===== config.mk =====
export PLATFORM = sky130hd
export DESIGN_NAME = instruction_loader
export DESIGN_NICKNAME = d
export VERILOG_FILES = /design/src/rtl/instruction_loader.sv
export SDC_FILE = /design/constraint.sdc
export NUM_CORES = 1
export LEC_CHECK = 0
export CAP_MARGIN = 25
export CORE_ASPECT_RATIO = 1.75
export CORE_MARGIN = 3
export CORE_UTILIZATION = 56
export DETAILED_ROUTE_END_ITERATION = 12
export PLACE_DENSITY = 0.92
export SLEW_MARGIN = 20
export SYNTH_ARGS = -nofsm -noshare
export SYNTH_HDL_FRONTEND = slang
export SYNTH_SLANG_ARGS = --single-unit

===== constraint.sdc =====
create_clock -name clk_i -period 4.07 [get_ports clk_i]
set_input_delay 0.814 -clock clk_i [delete_from_list [all_inputs] [get_ports clk_i]]
set_output_delay 0.814 -clock clk_i [all_outputs]
set_load 0.02 [all_outputs]

===== src/rtl/instruction_loader.sv =====
// Byte-stream loader: packs little-endian words into instruction RAM and holds the core in reset meanwhile.
// Optional trailer checksum when LOADER_CHECKSUM_EN is defined.
// state   | meaning
// IDLE    | waiting for start_i
// COLLECT | accepting data bytes of the current word
// WRITE   | one-cycle RAM write strobe
// CHECK   | accepting the checksum trailer byte (LOADER_CHECKSUM_EN only)
// DONE    | one-cycle completion pulse
module instruction_loader #(
  parameter int ADDR_WIDTH = 8
) (
  input  logic                  clk_i,
  input  logic                  rst_i,
  input  logic                  start_i,
  input  logic [ADDR_WIDTH-2:0] len_i,
  input  logic [7:0]            byte_i,
  input  logic                  byte_valid_i,
  output logic                  byte_ready_o,
  output logic                  wr_en_o,
  output logic [ADDR_WIDTH-1:0] wr_addr_o,
  output logic [31:0]           wr_data_o,
  output logic                  busy_o,
  output logic                  cpu_rst_o,
  output logic                  done_o,
  output logic                  err_o
);

  localparam logic [2:0] S_IDLE    = 3'd0;
  localparam logic [2:0] S_COLLECT = 3'd1;
  localparam logic [2:0] S_WRITE   = 3'd2;
  localparam logic [2:0] S_CHECK   = 3'd3;
  localparam logic [2:0] S_DONE    = 3'd4;

`ifdef LOADER_CHECKSUM_EN
  localparam logic [2:0] S_TAIL = S_CHECK;
`else
  localparam logic [2:0] S_TAIL = S_DONE;
`endif

  localparam logic [ADDR_WIDTH-2:0] MAX_LEN = {1'b1, {(ADDR_WIDTH-2){1'b0}}};
  localparam logic [ADDR_WIDTH-2:0] ONE     = {{(ADDR_WIDTH-2){1'b0}}, 1'b1};

  logic [2:0]            state;
  logic [ADDR_WIDTH-2:0] len_q;
  logic [ADDR_WIDTH-2:0] len_clamped;
  logic [ADDR_WIDTH-3:0] idx_q;
  logic [ADDR_WIDTH-2:0] idx_next;
  logic [1:0]            byte_cnt;
  logic [23:0]           word_q;
  logic                  accept;

  assign len_clamped  = (len_i > MAX_LEN) ? MAX_LEN : len_i;
  assign idx_next     = {1'b0, idx_q} + ONE;
  assign byte_ready_o = (state == S_COLLECT) || (state == S_CHECK);
  assign accept       = byte_valid_i & byte_ready_o;
  assign wr_en_o      = (state == S_WRITE);
  assign done_o       = (state == S_DONE);
  assign busy_o       = (state != S_IDLE);
  assign cpu_rst_o    = busy_o;

`ifdef LOADER_CHECKSUM_EN
  logic [7:0] sum_q;
  logic       err_q;
  assign err_o = err_q;
`else
  assign err_o = 1'b0;
`endif

  always_ff @(posedge clk_i or posedge rst_i) begin
    if (rst_i) begin
      state     <= S_IDLE;
      len_q     <= '0;
      idx_q     <= '0;
      byte_cnt  <= '0;
      word_q    <= '0;
      wr_addr_o <= '0;
      wr_data_o <= '0;
`ifdef LOADER_CHECKSUM_EN
      sum_q     <= '0;
      err_q     <= 1'b0;
`endif
    end else begin
      case (state)
        S_IDLE: begin
          if (start_i) begin
            len_q    <= len_clamped;
            idx_q    <= '0;
            byte_cnt <= '0;
            word_q   <= '0;
`ifdef LOADER_CHECKSUM_EN
            sum_q    <= '0;
            err_q    <= 1'b0;
`endif
            state    <= (len_clamped == '0) ? S_TAIL : S_COLLECT;
          end
        end
        S_COLLECT: begin
          if (accept) begin
            byte_cnt <= byte_cnt + 2'd1;
`ifdef LOADER_CHECKSUM_EN
            sum_q    <= sum_q + byte_i;
`endif
            case (byte_cnt)
              2'd0: word_q[7:0]   <= byte_i;
              2'd1: word_q[15:8]  <= byte_i;
              2'd2: word_q[23:16] <= byte_i;
              default: begin
                wr_data_o <= {byte_i, word_q};
                wr_addr_o <= {idx_q, 2'b00};
                state     <= S_WRITE;
              end
            endcase
          end
        end
        S_WRITE: begin
          // idx_q wraps only on the final word, where it is never used again
          idx_q <= idx_next[ADDR_WIDTH-3:0];
          state <= (idx_next == len_q) ? S_TAIL : S_COLLECT;
        end
`ifdef LOADER_CHECKSUM_EN
        S_CHECK: begin
          if (accept) begin
            err_q <= ((sum_q + byte_i) != 8'd0);
            state <= S_DONE;
          end
        end
`endif
        S_DONE:  state <= S_IDLE;
        default: state <= S_IDLE;
      endcase
    end
  end

endmodule


==> qor.txt <==
Antenna violations before repair - 0
DR vias - 2297
Total CTS buffers - 9
DRC viols - 0
Peak per-stage delay on the critical path - 0.64 ns
TritonCTS clock tree - done
Final min period - 3.036 ns
Syn avg cell area - 12.85 um2
Setup bufs post-CTS - 0
Sequential share of power - 41.2%
Setup TNS - 0 ns
CP max-delay cell - clkdlybuf4s50_1
Synth cell types - 36
Via/cell ratio - 5.522
Worst-Skew Late Latency - 0.34 ns
Final Slew Violations - 0
Root Driver - clkbuf_8
CORE AREA - 5972 um2
Clock-pin slew on the worst setup and hold paths - 0.07 ns
Number of global-route vias before repair - 2433
RSZ-0062 raised after global routing - no
Cts hold-fix bufs - 0
WS Path Type - flip-flop to output pin
Final Cycle Share - 74.58%
Antenna viol nets, final - 0
Worst setup EP type - output pin
Commonest non-fill, non-tap cell in the layout - dfrtp_1
Placed insts - 400
Most frequent cells in the layout - dfrtp_1 (80), mux2_2 (63), clkdlybuf4s50_1 (61)
Critical Path RT - 3.26 ns
Internal power - 2.171 mW
Final total power - 3.270 mW
Slew at the pin closest to its max-slew limit - 0.7903 ns
Number of synthesized register bits - 80
Fin cells - 416
Startpoint class of the critical path - flip-flop
Hold WS - 0.5091 ns
PwrDens - 749.5 nW/um2
First-pass GRT wire length - 12130 um
Outcome - finished clean
H-tree levels - 3
Global-route met3 utilization - 3.764%
GRT Max-Usage Layer - met2
Area delta synth->final - 24.85%
Skew final - 0.01046 ns
Drt total wl - 7215 um
Switching share of total power - 33.61%
FMAX - 329.4 MHz
Yosys warns - 0
Worst Path Arrival - 2.22 ns
# diodes - 0
Layout cell share with drive strength beyond 1 - 25.44%
Grt met2 use - 38.87%
Bufs on Longest Clock Path - 2
Post-Syn Instances - 272
HP Class - flip-flop to flip-flop
Sequential element share of the synthesized area - 57.29%
Ports - 65
Nets - 357
Slew margin rel. - 47.24%
DIE WIDTH - 65.72 um
Cell Rows - 37
Grt ovf - 0
Die Ht - 110.5 um
Gate power share - 39.9%
Worst vdd ir - 0.0004718 V
# clock sinks - 80
RePlAce Congestion - 0.8043
Largest net degree at the start of global routing - 41
Max Cap Viol - 0
Leakage Power - 1.998 nW
Met1 usage - 25.52%
Cts repair resizes - 0
Clock Power Share - 18.9%
Dpl hpwl - 5272 um
Crit path cell chain - nor2_1 > nand2_1 > inv_1 > clkdlybuf4s50_1
Drt wl/cell - 17.34 um
CP max FO - 15
Pre-antenna DRT Iters - 4
Post-Syn Area - 3495 um2
Net switching power - 1.099 mW
Initial DRC count - 103
Setup-failing EPs final - 0
Die Area - 7262 um2
Hold Fails Final Rpt - 0
PortBufs - 61
Total track usage - 21.86%
Initial Util - 58.52%
-- power by group through the flow --
stage | logic (mW) | registers, mW | clock network, mW
after floorplan | 0.637 | 1.49 | 0
after global placement | 1.27 | 1.34 | 0
after detailed placement | 1.31 | 1.36 | 0
after CTS | 1.32 | 1.35 | 0.624
after global routing | 1.40 | 1.39 | 0.666
final | 1.31 | 1.35 | 0.617
-- registers in the layout (all words and copies together) (netlist names) --
name and count:
byte_cnt 2, idx_q 6, len_q 7, state 3, word_q 24, wr_addr_o 6, wr_data_o 32
-- worst max-delay path, delay by kind of cell, from the launching register on --
family | cells | cell delay, ns
flops | 1 | 0.57
simple gates | 2 | 0.42
buf+inv | 2 | 0.89
-- per-stage QoR --
stage	setup slack, ns	area, um2	utilization, %
after detailed placement	1.217	4145	69.41
final	1.034	4363	73.06
after floorplan	1.204	3502	-
after CTS	1.061	4363	73.06
after global placement	1.323	4145	69.41
after global routing	0.8834	4363	73.06
-- cell usage after synthesis, drive strengths merged --
master    n  area [um2]
xnor2     2       17.52
a21oi     3       15.01
xor2      6       52.55
nor3      6       30.03
and3      8       50.05
nand3     9       45.04
and2      1       6.260
nor4      2       12.51
o311a     1       10.01
mux2     63       709.4
dfrtp    80        2002
nor4b     1       8.760
o2bb2ai   1       8.760
nor2b     1       6.260
ha        5       62.56
or4b      1       10.01
mux2i     1       10.01
nor3b     1       7.510
a21o      2       15.01
and4      1       8.760
clkbuf    5       20.01
nor2      5       26.27
o32ai     1       8.760
nand2    19       73.82
nand2b    9       56.30
buf      12       82.57
o211a     1       10.01
inv       5       18.77
a32oi     1       8.760
conb      1       3.750
o21ai    15       75.07
o21a      3       22.52
-- worst paths after layout --
kind	startpoint	to	slack, ns	cells after the start
max reg2reg	state[2]	wr_data_o[12]	1.76	5
min	wr_data_o[25]	wr_data_o[25]	0.51	1
min in group asynchronous	rst_i	idx_q[1]	0.94	2
max in group asynchronous	rst_i	wr_data_o[25]	2.29	3
min reg2reg	wr_data_o[25]	wr_data_o[25]	0.51	1
max	state[0]	wr_en_o	1.03	4
-- final cells by class --
cell class              count  area [um2]
multi-input cells         172        1386
repair buffers             65       640.6
flip-flops and latches     80        2002
clock inverters             2       35.03
fillers                   388        1609
clock buffers              14       182.7
inverters                   5       18.77
well taps                  78       97.59
-- layer usage --
layer,routed length [um],part of all wire (%)
met5,0,0
met4,148,2.1
met3,212,2.9
met2,4116,57
met1,2737,38
-- kinds of logic (layout without fill, tap and decap cells) --
kind of cell               after synthesis  count (layout)  synth area share [%]
xor gates and xnor gates                 8               8                 2.005
other                                    1               3                0.1073
adders and majority gates                5               5                 1.790
muxes                                   64              64                 20.59
buffers and inverters                   22              86                 3.472
and+or+nand+nor                         64              64                 9.775
AOI/OAI and AO/OA                       28              28                 4.977
DFF                                     80              80                 57.29
Note: power is estimated with default switching activity, not from simulation.
